<file path="config.mk">
export PLATFORM = sky130hd
export DESIGN_NAME = mips_multicycle_ctrl
export DESIGN_NICKNAME = d
export VERILOG_FILES = /design/src/rtl/mips_pkg.sv /design/src/rtl/mc_opcode_decode.sv /design/src/rtl/mips_multicycle_ctrl.sv
export SDC_FILE = /design/constraint.sdc
export NUM_CORES = 1
export LEC_CHECK = 0
export CAP_MARGIN = 20
export CORE_ASPECT_RATIO = 1.5
export CORE_MARGIN = 5
export CORE_UTILIZATION = 29
export DETAILED_ROUTE_END_ITERATION = 6
export PLACE_DENSITY = 0.65
export SETUP_SLACK_MARGIN = 0.1
export SLEW_MARGIN = 20
export SYNTH_ARGS = -nofsm -noshare
export SYNTH_HDL_FRONTEND = slang
export SYNTH_SLANG_ARGS = --single-unit
</file>
<file path="constraint.sdc">
create_clock -name clk -period 2.3 [get_ports clk]
set_input_delay 0.46 -clock clk [delete_from_list [all_inputs] [get_ports clk]]
set_output_delay 0.46 -clock clk [all_outputs]
set_load 0.005 [all_outputs]
</file>
<file path="src/rtl/mips_pkg.sv">
// Shared encodings for the multi-cycle MIPS control path: opcodes, datapath
// mux selects, ALU operation codes, FSM states and instruction classes.
package mips_pkg;

  localparam logic [5:0] OP_RTYPE = 6'b000000;
  localparam logic [5:0] OP_LW    = 6'b100011;
  localparam logic [5:0] OP_SW    = 6'b101011;
  localparam logic [5:0] OP_BEQ   = 6'b000100;
  localparam logic [5:0] OP_BNE   = 6'b000101;
  localparam logic [5:0] OP_ADDI  = 6'b001000;
  localparam logic [5:0] OP_SLTI  = 6'b001010;
  localparam logic [5:0] OP_ANDI  = 6'b001100;
  localparam logic [5:0] OP_ORI   = 6'b001101;
  localparam logic [5:0] OP_J     = 6'b000010;
  localparam logic [5:0] OP_JAL   = 6'b000011;

  localparam logic [5:0] FUNC_JR  = 6'b001000;

  localparam logic [2:0] ALU_ADD  = 3'b000;
  localparam logic [2:0] ALU_SUB  = 3'b001;
  localparam logic [2:0] ALU_FUNC = 3'b010;
  localparam logic [2:0] ALU_SLT  = 3'b011;
  localparam logic [2:0] ALU_AND  = 3'b100;
  localparam logic [2:0] ALU_OR   = 3'b101;

  localparam logic [1:0] PC_SRC_ALU    = 2'b00;
  localparam logic [1:0] PC_SRC_ALUOUT = 2'b01;
  localparam logic [1:0] PC_SRC_JUMP   = 2'b10;
  localparam logic [1:0] PC_SRC_RS     = 2'b11;

  localparam logic [1:0] SRC_B_REG     = 2'b00;
  localparam logic [1:0] SRC_B_FOUR    = 2'b01;
  localparam logic [1:0] SRC_B_IMM     = 2'b10;
  localparam logic [1:0] SRC_B_IMM_SH2 = 2'b11;

  localparam logic [1:0] DST_RT = 2'b00;
  localparam logic [1:0] DST_RD = 2'b01;
  localparam logic [1:0] DST_RA = 2'b10;

  localparam logic [1:0] WB_ALUOUT = 2'b00;
  localparam logic [1:0] WB_MDR    = 2'b01;
  localparam logic [1:0] WB_PC     = 2'b10;

  typedef enum logic [3:0] {
    S_FETCH, S_DECODE, S_EXEC_R, S_WB_R, S_EXEC_I, S_WB_I, S_ADDR,
    S_LOAD, S_STORE, S_LOAD_WB, S_BRANCH, S_JUMP, S_JR, S_JAL
  } state_t;

  typedef enum logic [3:0] {
    CLS_R, CLS_JR, CLS_LW, CLS_SW, CLS_BRANCH, CLS_IMM, CLS_JUMP, CLS_JAL,
    CLS_ILLEGAL
  } instr_class_t;

endpackage

</file>
<file path="src/rtl/mc_opcode_decode.sv">
// Combinational instruction classifier: opcode/func to instruction class,
// the ALU operation for I-type arithmetic, and an unsupported-opcode flag.
module mc_opcode_decode
  import mips_pkg::*;
(
  input  logic [5:0]   opcode,
  input  logic [5:0]   func,
  output instr_class_t instr_class,
  output logic [2:0]   imm_alu_op,
  output logic         illegal
);

  // Map each supported opcode to its class; anything else is illegal
  always_comb begin
    instr_class = CLS_ILLEGAL;
    imm_alu_op  = ALU_ADD;
    case (opcode)
      OP_RTYPE: instr_class = (func == FUNC_JR) ? CLS_JR : CLS_R;
      OP_LW:    instr_class = CLS_LW;
      OP_SW:    instr_class = CLS_SW;
      OP_BEQ,
      OP_BNE:   instr_class = CLS_BRANCH;
      OP_ADDI:  begin instr_class = CLS_IMM; imm_alu_op = ALU_ADD; end
      OP_SLTI:  begin instr_class = CLS_IMM; imm_alu_op = ALU_SLT; end
      OP_ANDI:  begin instr_class = CLS_IMM; imm_alu_op = ALU_AND; end
      OP_ORI:   begin instr_class = CLS_IMM; imm_alu_op = ALU_OR;  end
      OP_J:     instr_class = CLS_JUMP;
      OP_JAL:   instr_class = CLS_JAL;
      default:  instr_class = CLS_ILLEGAL;
    endcase
  end

  assign illegal = (instr_class == CLS_ILLEGAL);

endmodule

</file>
<file path="src/rtl/mips_multicycle_ctrl.sv">
// Main control FSM of the multi-cycle MIPS core. One shared memory serves
// instruction and data accesses through a req/ready handshake with timeout.
// Optional feature macro: MC_CTRL_PERF_EN adds cycle_cnt/instr_cnt counters.
module mips_multicycle_ctrl
  import mips_pkg::*;
#(
  parameter int MEM_TIMEOUT = 16,
  parameter int CNT_W       = 32
)
(
  input  logic       clk,
  input  logic       rst,
  input  logic       run,
  input  logic [5:0] opcode,
  input  logic [5:0] func,
  input  logic       mem_ready,
  output logic       mem_req,
  output logic       mem_we,
  output logic       iord,
  output logic       ir_write,
  output logic       pc_write,
  output logic       pc_write_cond,
  output logic       branch_ne,
  output logic [1:0] pc_src,
  output logic       alu_src_a,
  output logic [1:0] alu_src_b,
  output logic [2:0] alu_op,
  output logic       reg_write,
  output logic [1:0] reg_dst,
  output logic [1:0] mem_to_reg,
  output logic       illegal_op,
  output logic       bus_err,
  output logic       busy
`ifdef MC_CTRL_PERF_EN
  ,
  output logic [CNT_W-1:0] cycle_cnt,
  output logic [CNT_W-1:0] instr_cnt
`endif
);

  localparam int TO_W = (MEM_TIMEOUT < 2) ? 1 : $clog2(MEM_TIMEOUT);

  // Perf counters need at least one bit
  if (CNT_W < 1) begin : g_bad_cnt_w
    $error("CNT_W must be at least 1");
  end

  state_t       state, next_state;
  instr_class_t instr_class;
  logic [2:0]   imm_alu_op;
  logic         illegal;
  logic         fetch_active;
  logic [TO_W-1:0] to_cnt;
  logic         req_raw;
  logic         mem_wait;
  logic         timeout;

  mc_opcode_decode u_decode (
    .opcode      (opcode),
    .func        (func),
    .instr_class (instr_class),
    .imm_alu_op  (imm_alu_op),
    .illegal     (illegal)
  );

  // Once a fetch request is raised it must stay up even if run drops,
  // hence fetch_active extends the run qualifier until ready or timeout.
  assign req_raw  = (state == S_FETCH) ? (run || fetch_active)
                                       : ((state == S_LOAD) || (state == S_STORE));
  assign mem_wait = req_raw && !mem_ready;
  assign timeout  = (MEM_TIMEOUT != 0) && mem_wait &&
                    (32'(to_cnt) == 32'(MEM_TIMEOUT - 1));

  // State register plus the handshake bookkeeping
  always_ff @(posedge clk or negedge rst) begin
    if (!rst) begin
      state        <= S_FETCH;
      fetch_active <= 1'b0;
      to_cnt       <= '0;
    end else begin
      state        <= next_state;
      fetch_active <= (state == S_FETCH) && mem_wait && !timeout;
      to_cnt       <= (mem_wait && !timeout) ? to_cnt + 1'b1 : '0;
    end
  end

  // Next-state selection; memory states hold until ready or timeout
  always_comb begin
    next_state = state;
    case (state)
      S_FETCH:   if (req_raw && mem_ready) next_state = S_DECODE;
      S_DECODE: begin
        case (instr_class)
          CLS_R:      next_state = S_EXEC_R;
          CLS_JR:     next_state = S_JR;
          CLS_LW,
          CLS_SW:     next_state = S_ADDR;
          CLS_BRANCH: next_state = S_BRANCH;
          CLS_IMM:    next_state = S_EXEC_I;
          CLS_JUMP:   next_state = S_JUMP;
          CLS_JAL:    next_state = S_JAL;
          default:    next_state = S_FETCH;
        endcase
      end
      S_EXEC_R:  next_state = S_WB_R;
      S_EXEC_I:  next_state = S_WB_I;
      S_ADDR:    next_state = (instr_class == CLS_SW) ? S_STORE : S_LOAD;
      S_LOAD: begin
        if (mem_ready)    next_state = S_LOAD_WB;
        else if (timeout) next_state = S_FETCH;
      end
      S_STORE:   if (mem_ready || timeout) next_state = S_FETCH;
      default:   next_state = S_FETCH;
    endcase
  end

  // Datapath controls decoded from state; everything forced low in reset
  always_comb begin
    mem_req       = 1'b0;
    mem_we        = 1'b0;
    iord          = 1'b0;
    ir_write      = 1'b0;
    pc_write      = 1'b0;
    pc_write_cond = 1'b0;
    branch_ne     = 1'b0;
    pc_src        = PC_SRC_ALU;
    alu_src_a     = 1'b0;
    alu_src_b     = SRC_B_REG;
    alu_op        = ALU_ADD;
    reg_write     = 1'b0;
    reg_dst       = DST_RT;
    mem_to_reg    = WB_ALUOUT;
    illegal_op    = 1'b0;
    bus_err       = 1'b0;
    busy          = 1'b0;
    if (rst) begin
      busy    = !((state == S_FETCH) && !req_raw);
      bus_err = timeout;
      case (state)
        S_FETCH: begin
          if (req_raw) begin
            mem_req   = 1'b1;
            alu_src_b = SRC_B_FOUR;
            if (mem_ready) begin
              ir_write = 1'b1;
              pc_write = 1'b1;
            end
          end
        end
        S_DECODE: begin
          alu_src_b  = SRC_B_IMM_SH2;
          illegal_op = illegal;
        end
        S_EXEC_R: begin
          alu_src_a = 1'b1;
          alu_op    = ALU_FUNC;
        end
        S_WB_R: begin
          reg_write = 1'b1;
          reg_dst   = DST_RD;
        end
        S_EXEC_I: begin
          alu_src_a = 1'b1;
          alu_src_b = SRC_B_IMM;
          alu_op    = imm_alu_op;
        end
        S_WB_I:  reg_write = 1'b1;
        S_ADDR: begin
          alu_src_a = 1'b1;
          alu_src_b = SRC_B_IMM;
        end
        S_LOAD: begin
          mem_req = 1'b1;
          iord    = 1'b1;
        end
        S_STORE: begin
          mem_req = 1'b1;
          iord    = 1'b1;
          mem_we  = 1'b1;
        end
        S_LOAD_WB: begin
          reg_write  = 1'b1;
          mem_to_reg = WB_MDR;
        end
        S_BRANCH: begin
          alu_src_a     = 1'b1;
          alu_op        = ALU_SUB;
          pc_write_cond = 1'b1;
          pc_src        = PC_SRC_ALUOUT;
          branch_ne     = opcode[0];
        end
        S_JUMP: begin
          pc_write = 1'b1;
          pc_src   = PC_SRC_JUMP;
        end
        S_JR: begin
          pc_write = 1'b1;
          pc_src   = PC_SRC_RS;
        end
        S_JAL: begin
          pc_write   = 1'b1;
          pc_src     = PC_SRC_JUMP;
          reg_write  = 1'b1;
          reg_dst    = DST_RA;
          mem_to_reg = WB_PC;
        end
        default: ;
      endcase
    end
  end

`ifdef MC_CTRL_PERF_EN
  // Busy cycles and retired instructions (every return to FETCH)
  always_ff @(posedge clk or negedge rst) begin
    if (!rst) begin
      cycle_cnt <= '0;
      instr_cnt <= '0;
    end else begin
      if (busy) cycle_cnt <= cycle_cnt + 1'b1;
      if ((state != S_FETCH) && (next_state == S_FETCH)) instr_cnt <= instr_cnt + 1'b1;
    end
  end
`endif

endmodule

</file>
==> key figures, run 1 <==
Finish
  – ANT cells: 0
  – Final nets: 241
  – Layout Utilization: 0.615
  – Commonest non-fill, non-tap cell in the layout: buf_4
  – Commonest cells after routing, fill and taps aside: 53 x buf_4, 16 x dlygate4sd2_1, 12 x nor2_1
  – Share of layout cells above drive strength 1: 0.448
  – Syn-to-layout area delta: 104%

Synth
  – Area contributors post-synth: dfrtp_1 23%, nor3_1 6.7%, nor2_1 5.8%
  – #FFs+latches synth: 9
  – EDFF count, synth: 0
  – Cell taking the most area after synthesis: dfrtp_1
  – Sequential share of the synthesized area: 0.233
  – Cells after Synth: 130
  – Synth Warn #: 0
  – Avg Cell Area, Syn: 7.42 µm²
  – Syn nets: 147
  – Synthesized area: 965 µm²
  – Post-synth cell types: 50
  – Synth Flop Type: dfrtp_1
  – Post-synth top area share: 0.233
  – Async S/R FF share, synth: 1.00

Detailed routing
  – WL/cell: 16.2 µm
  – Routed wire length: 4260 µm
  – Routed Antenna Nets: 0
  – First-pass iteration count of the detailed router: 4
  – DRC violations left: 0
  – Vias per cell: 5.40
  – Vias: 1421
  – Drt initial violations: 62

Floorplan
  – Effective utilization at floorplan: 0.302
  – Die Y: 80.6 µm
  – Die ar.: 4600 µm²
  – Core Region: 3190 µm²
  – Std-Cell Rows: 25
  – Die W: 57.1 µm
  – I/O pin total: 39

Worst setup path
  – CP Launch Type: flop
  – Worst Setup End Kind: primary output
  – Critical Path AT: 1.72 ns
  – CP startpoint: state[1]
  – CP Max Fanout: 8
  – Kind of critical path: flop to primary output
  – Worst endpoint required time: 1.84 ns
  – Worst r2r src: state[0]

Clocking
  – Htree depth: 1
  – CTS Buf Count: 3
  – Post-cts hold buffer count: 0
  – CTS max path bufs: 2
  – Worst-Skew Late Latency: 0.24 ns
  – Clock sinks: 9
  – Clk root buf: clkbuf_8
  – CTS tree: done
  – Worst-path clk slew: 0.05 ns

Run status
  – Status: completed

Pwr
  – Max VDD drop: 0.674 mV
  – Design Power: 1.52 mW
  – PD cells: 775 nW/µm²
  – Lkg Pwr: 1.05 nW

GRT
  – First-pass GRT wire length: 6570 µm
  – Vias in the first global route: 1483
  – Largest net degree at the start of global routing: 15
  – Grt total ovfl: 0
  – Initial antenna violation count: 0
  – Gr usage total: 0.177

Timing
  – Final Hold Fails: 0
  – Worst Tran Pin Value: 0.487 ns
  – Final Setup Violations: 0
  – RSZ-0062 raised after global routing: yes
  – Max Slew Vio Count: 0
  – Worst Clk Skew: 0.00619 ns
  – Slew headroom: 0.667
  – Final period util: 0.950
  – Setup TNS: 0 ns
  – Fmax: 0.458 GHz
  – Min Tclk post-route: 2.18 ns

Placement
  – Hpwl dp: 2790 µm
  – Port Buffers: 38
  – Gpl congestion: 0.812

Job
  – Max-Cap Viols: 0

Hold path
  – Worst Hold Class: input port to async pin
==> where the power goes <==
part | total [mW] | switching [mW] | internal, mW
Sequential | 0.254 | 0.0560 | 0.198
Clock | 0.193 | 0.0740 | 0.119
Combinational | 1.07 | 0.505 | 0.569
Total | 1.52 | 0.635 | 0.887
==> layer usage <==
metal  GRT usage  part of all wire  vias up
li1            -                 -      671
met1       0.184              0.36      682
met2       0.340              0.56       58
met3      0.0305             0.054       10
met4      0.0696             0.020        0
met5           0                 0        -
==> registers in the layout (all words and copies together), names as in the netlist <==
register      count
to_cnt            4
fetch_active      1
state             4
==> critical path: stages (launching register included) <==
cell,delay (ns)
dfrtp_2,0.46
buf_4,0.16
and4b_1,0.25
a21o_1,0.15
nand2_2,0.08
buf_4,0.14
o22ai_1,0.10
clkbuf_2,0.14
==> metrics by stage <==
step,hold WS (ns),std cells,area [µm²],setup WS [ns]
finish,0.203,263,1960,0.115
global route,0.221,263,1960,0.0360
CTS,0.376,256,1860,0.0436
detailed placement,0.469,234,1610,-0.478
global placement,0.443,234,1610,-0.394
floorplan,0.164,130,965,0.525
==> cells in the mapped netlist, types with 3 or more instances <==
cell type	count
a21oi_1	3
nand3_1	3
xnor2_1	3
nand2_1	14
nor3_1	13
o21ai_0	4
a211oi_1	3
nor4_1	4
clkbuf_1	4
nor2_1	15
and3_1	5
dfrtp_1	9
inv_1	6
nor4b_1	3
==> layout make-up <==
| class | count | area (µm²) |
|---|---|---|
| tap | 40 | 50.0 |
| sequential | 9 | 230 |
| fill | 281 | 1230 |
| timing repair buffer | 97 | 815 |
| clock buffer | 3 | 41.3 |
| clock inverter | 1 | 5.00 |
| multi-input combinational | 107 | 800 |
| inverter | 6 | 22.5 |
==> repair_timing <==
action	CTS	global route
gates resized for setup	59	27
buffers inserted	18	7
endpoints found under the setup margin	23	14
pin swaps	6	4
==> cells by family (layout without fill, tap and decap cells) <==
logic type | Yosys count | count (layout) | synth area share
and+or+nand+nor | 74 | 74 | 0.431
adders and majority gates | 1 | 1 | 0.0130
muxes | 2 | 2 | 0.0220
buffers and inverters | 14 | 107 | 0.0687
DFF | 9 | 9 | 0.233
xor gates and xnor gates | 4 | 4 | 0.0363
AOI/OAI and AO/OA | 26 | 26 | 0.196
==> path summary, 6_finish.rpt <==
| kind | to | slack, ns | cells past startpoint |
|---|---|---|---|
| worst max-delay path | pc_write | 0.12 | 7 |
| worst min-delay path | state[1] | 0.20 | 2 |
| worst max register to register | state[3] | 0.37 | 6 |
| worst min register to register | to_cnt[0] | 0.47 | 1 |
| max in group asynchronous | state[0] | 1.92 | 2 |
| min in group clk | to_cnt[0] | 0.47 | 1 |
(Power assumes the default switching activity.)
==> run 2: changes to the inputs <==
- CELL_PAD_IN_SITES_DETAIL_PLACEMENT: default -> 1
- CELL_PAD_IN_SITES_GLOBAL_PLACEMENT: default -> 1
- PLACE_DENSITY: 0.65 -> 0.8
==> run 2 against run 1 <==
Setup slack lost 0.052 ns. Non-clock buffer count shrank 16. First-iteration DRC count shrank 65%. Wire length grew 12%. Combinational power shrank 12%. Die area is the same. Clock skew shrank 0.0051 ns. Fmax shrank 2.3%. Global-route usage grew 2.1 points. Cell area shrank 8.4%. Critical path type unchanged.
==> key figures, run 2 (synthesized netlist as in run 1, its figures left out) <==
Timing
  – RSZ-0062 raised after global routing: yes
  – Worst Clk Skew: 0.00104 ns
  – Final period util: 0.972
  – Final Hold Fails: 0
  – Slew headroom: 0.687
  – Setup TNS: 0 ns
  – Fmax: 0.447 GHz
  – Min Tclk post-route: 2.24 ns
  – Final worst slack: 0.0634 ns
  – Worst Tran Pin Value: 0.458 ns
  – Final Setup Violations: 0
  – Max Slew Vio Count: 0

Clocking
  – Clk root buf: clkbuf_8
  – Worst-path clk slew: 0.04 ns
  – CTS tree: done
  – Htree depth: 1
  – CTS Buf Count: 3
  – Clock sinks: 9
  – Worst-Skew Late Latency: 0.24 ns
  – CTS max path bufs: 2

Worst setup path
  – CP delay by family, top: buffers and inverters
  – CP Max Fanout: 6
  – CP Launch Type: flop
  – Worst Setup End Kind: primary output
  – Crit-path slowest cell: dfrtp_2
  – Critical Path AT: 1.78 ns
  – Kind of critical path: flop to primary output
  – Worst r2r src: state[1]
  – CP startpoint: state[1]
  – Cell chain of the critical path: nor4_2 -> buf_4 -> a21boi_0 -> clkdlybuf4s50_1
  – WP buf/inv: 2
  – Worst endpoint required time: 1.84 ns
  – CP peak stage delay: 0.46 ns

Finish
  – Largest regs: state x4, to_cnt x4, fetch_active x1
  – Cell Count, Final, Fillers Out: 247
  – Syn-to-layout area delta: 86.4%
  – Final nets: 225
  – Layout Utilization: 0.564
  – Share of layout cells above drive strength 1: 0.382
  – Commonest cells after routing, fill and taps aside: 37 x buf_4, 14 x dlygate4sd2_1, 13 x nor2_1, 13 x clkdlybuf4s50_1, 12 x nand2_1
  – Commonest non-fill, non-tap cell in the layout: buf_4
  – ANT cells: 0

Floorplan
  – Die W: 57.1 µm
  – I/O pin total: 39
  – Core Region: 3190 µm²
  – Effective utilization at floorplan: 0.302
  – Die Y: 80.6 µm
  – Std-Cell Rows: 25
  – Die ar.: 4600 µm²

GRT
  – First-pass GRT wire length: 7180 µm
  – Largest net degree at the start of global routing: 18
  – Grt total ovfl: 0
  – Vias in the first global route: 1498
  – Gr usage total: 0.198
  – Initial antenna violation count: 0

Placement
  – Gpl congestion: 0.828
  – Hpwl dp: 3110 µm
  – Place WS: -0.471 ns
  – Port Buffers: 38
  – Placed cells: 232

Run status
  – Status: completed

Hold path
  – Worst Hold Class: input port to async pin

Detailed routing
  – First-pass iteration count of the detailed router: 4
  – Routed wire length: 4750 µm
  – DRC violations left: 0
  – Vias: 1365
  – Routed Antenna Nets: 0
  – Vias per cell: 5.53
  – Drt initial violations: 22
  – WL/cell: 19.2 µm

Pwr
  – PD cells: 767 nW/µm²
  – Max VDD drop: 0.575 mV
  – Design Power: 1.38 mW
  – Lkg Pwr: 0.899 nW

Job
  – Max-Cap Viols: 0
[run 2: changes by cell type in the layout (fill, tap and decap cells not counted), moves of 2 or more]
cell | previous run | this run
buf_2 | 2 | 4
nand2_2 | 4 | 2
dlygate4sd2_1 | 16 | 14
nand2_1 | 9 | 12
dlymetal6s2s_1 | 6 | 4
nor2_2 | 3 | 1
clkdlybuf4s50_1 | 8 | 13
buf_4 | 53 | 37
[run 2: area by class of cell]
cell class                      instances  area (µm²)
Fill cell                             401        1390
Multi-Input combinational cell        107         774
Timing Repair Buffer                   81         677
Sequential cell                         9         229
Tap cell                               40        50.0
Clock buffer                            4        45.0
Inverter                                6        22.5
[run 2: what timing repair did]
| action | CTS | global route |
|---|---|---|
| hold buffers | 0 | 0 |
| pin swaps | 4 | 4 |
| endpoints found under the setup margin | 23 | 15 |
| gates cloned | 1 | 0 |
| gates resized for setup | 52 | 20 |
| setup buffers | 6 | 4 |
[run 2: worst paths after layout]
| kind | to | slack (ns) | cells past startpoint |
|---|---|---|---|
| setup / recovery | busy | 0.06 | 4 |
| hold / removal | to_cnt[3] | 0.26 | 2 |
| setup reg to reg | state[0] | 0.36 | 6 |
| hold reg to reg | to_cnt[0] | 0.47 | 1 |
| max in group asynchronous | state[0] | 1.73 | 3 |
| min in group clk | to_cnt[0] | 0.47 | 1 |
[run 2: worst reg2reg max path, stage by stage, from the launching register on]
cell and delay [ns]:
dfrtp_2 0.46, buf_4 0.16, buf_4 0.14, or4b_4 0.55, nor2b_2 0.19, a211oi_1 0.12
nor4_2 0.22
[run 2: per-stage QoR]
step	hold WS, ns	area [µm²]
after floorplan	0.164	965
after global placement	0.448	1590
after detailed placement	0.464	1590
after CTS	0.456	1750
after global routing	0.286	1800
final	0.265	1800
[run 2: power by group]
group	switching [mW]	internal (mW)	total, mW	leakage [nW]
clock	0.0635	0.121	0.184	0.0228
sequential	0.0562	0.198	0.254	0.118
combinational	0.477	0.464	0.941	0.759
total	0.596	0.783	1.38	0.899
[run 2: metal layers]
metal  GRT usage  share of wire  up-vias
li1            -              -      639
met1       0.201           0.36      670
met2       0.391           0.58       43
met3      0.0305          0.033       13
met4      0.0719          0.029        0
met5           0              0        -
==> run 3: changes to the inputs <==
- CORE_UTILIZATION: 29 -> 32
- PLACE_DENSITY: 0.8 -> 0.87
==> run 3 against run 2 <==
The flow now finishes with violations (negative setup slack). Flip-flop and latch count stayed put. Register-to-register slack better by 0.02 ns. Clock power increased by 8%. Critical path depth is 1 higher. Count of clock-buffer cells in the layout unchanged. Power is 22% higher. Utilization rose by 10 points. Wire length increased by 49%. Via count rose by 15%. Combinational power grew 29%. Critical endpoint is now mem_to_reg[1].
==> key figures, run 3 (synthesized netlist as in run 1, its figures left out) <==
Floorplan
  – Core Region: 2910 µm²
  – Die W: 54.8 µm
  – Effective utilization at floorplan: 0.331
  – Std-Cell Rows: 24
  – Die Y: 77.2 µm
  – I/O pin total: 39
  – Die ar.: 4240 µm²

GRT
  – Met1 GRT Util: 0.287
  – Gr usage total: 0.296
  – Initial antenna violation count: 0
  – First-pass GRT wire length: 9010 µm
  – Grt peak-use layer: met2
  – Met2 Use GR: 0.515
  – Largest net degree at the start of global routing: 12
  – Met3 Resource Use GR: 0.0581
  – Vias in the first global route: 1721
  – Grt total ovfl: 0

Timing
  – Max Slew Vio Count: 0
  – Fmax: 0.431 GHz
  – Final Hold Fails: 0
  – Final worst slack: -0.0192 ns
  – Setup TNS: -0.0335 ns
  – Worst Tran Pin Value: 0.525 ns
  – Worst Clk Skew: 0.0161 ns
  – Final period util: 1.01
  – Final Setup Violations: 2
  – Min Tclk post-route: 2.32 ns
  – Slew headroom: 0.647
  – RSZ-0062 raised after global routing: yes

Pwr
  – Max VDD drop: 0.549 mV
  – Sequential power share: 0.160
  – Switching fraction of total power: 0.477
  – PD cells: 866 nW/µm²
  – Lkg Pwr: 0.999 nW
  – Logic pwr share: 0.722
  – Clk pwr share: 0.118
  – Psw: 0.800 mW
  – Int Pwr: 0.879 mW

Clocking
  – Post-cts hold buffer count: 0
  – Htree depth: 1
  – Worst-Skew Late Latency: 0.24 ns
  – Clock sinks: 9
  – CTS tree: done
  – CTS Buf Count: 3
  – Worst-path clk slew: 0.06 ns
  – CTS max path bufs: 2
  – Clk root buf: clkbuf_8

Finish
  – Commonest cells after routing, fill and taps aside: 45 x buf_4, 18 x dlygate4sd2_1, 12 x nor2_1
  – Commonest non-fill, non-tap cell in the layout: buf_4
  – Fin area: 1940 µm²
  – Largest regs: state x4, to_cnt x4, fetch_active x1
  – Share of layout cells above drive strength 1: 0.428
  – Final nets: 233
  – Syn-to-layout area delta: 101%
  – ANT cells: 0
  – Cell Count, Final, Fillers Out: 254
  – Layout Utilization: 0.666

Detailed routing
  – Vias per cell: 6.18
  – Routed wire length: 7100 µm
  – Routed Antenna Nets: 0
  – WL/cell: 27.9 µm
  – DRC violations left: 0
  – Drt initial violations: 74
  – Vias: 1569
  – First-pass iteration count of the detailed router: 4

Worst setup path
  – Kind of critical path: flop to primary output
  – CP Depth: 5
  – Critical Path AT: 1.86 ns
  – Cell chain of the critical path: buf_4 -> inv_1 -> nand2_2 -> nor3_2 -> dlygate4sd2_1
  – WP buf/inv: 3
  – CP delay by family, top: buffers and inverters
  – CP Max Fanout: 6
  – R2r setup slk: 0.38 ns
  – Worst endpoint required time: 1.84 ns
  – Worst r2r src: state[3]
  – Crit-path slowest cell: dfrtp_2
  – R2R depth: 5
  – Worst Setup End Kind: primary output
  – CP Launch Type: flop
  – Critical R2R Capture: state[0]
  – CP peak stage delay: 0.46 ns

Run status
  – Failing checks: negative setup slack
  – Status: complete, but fails checks

Placement
  – Port Buffers: 38
  – Placed cells: 232
  – Gpl congestion: 0.814
  – Hpwl dp: 3450 µm
  – Placed cell areas: 1600 µm²

Job
  – Max-Cap Viols: 0

Hold path
  – Worst Hold Class: input port to async pin
## run 3: worst max-delay path by stage
stage | slack, ns | from | end
2_1_floorplan | 0.53 | state[1] | pc_write
3_3_place_gp | -0.38 | opcode[2] | alu_op[0]
3_5_place_dp | -0.42 | opcode[2] | illegal_op
4_1_cts | 0.05 | opcode[4] | illegal_op
5_1_grt | -0.04 | state[1] | mem_to_reg[1]
6_report | -0.02 | state[1] | mem_to_reg[1]
## run 3: power by group through the flow
stage | logic (mW) | registers, mW | clock network [mW]
floorplan | 0.429 | 0.217 | 0
global route | 1.26 | 0.269 | 0.208
detailed placement | 0.758 | 0.264 | 0
finish | 1.21 | 0.269 | 0.198
global placement | 0.711 | 0.259 | 0
CTS | 0.949 | 0.244 | 0.194
## run 3: cell type report
class,instances,area (µm²)
inverter,6,22.5
multi-input combinational,107,843
fill,340,973
sequential,9,230
tap,39,48.8
timing repair buffer,89,749
clock buffer,4,45.0
## run 3: per-layer routing
metal  wire length [µm]  vias to the layer above
li1                   -                      657
met1               2600                      790
met2               3660                       88
met3                372                       34
met4                466                        0
met5                  0                        -
## run 3: timing repair
item	in CTS	in global routing
endpoints found under the setup margin	23	15
gates resized for setup	59	32
buffers inserted	14	4
pin swaps	6	6
## run 3: per-stage QoR
stage | total power [mW] | setup WS (ns) | hold slack [ns]
floorplan | 0.646 | 0.525 | 0.164
global placement | 0.971 | -0.375 | 0.440
detailed placement | 1.02 | -0.425 | 0.470
CTS | 1.39 | 0.0495 | 0.476
global route | 1.74 | -0.0355 | 0.450
finish | 1.68 | -0.0192 | 0.438
## run 3: worst reg2reg max path: cells and delay by family (launching register included)
| kind | cells | cell delay, ns |
|---|---|---|
| AND/OR/NAND/NOR | 3 | 1.03 |
| buffers and inverters | 1 | 0.21 |
| AO/OA/AOI/OAI | 1 | 0.10 |
| flip-flops | 1 | 0.48 |
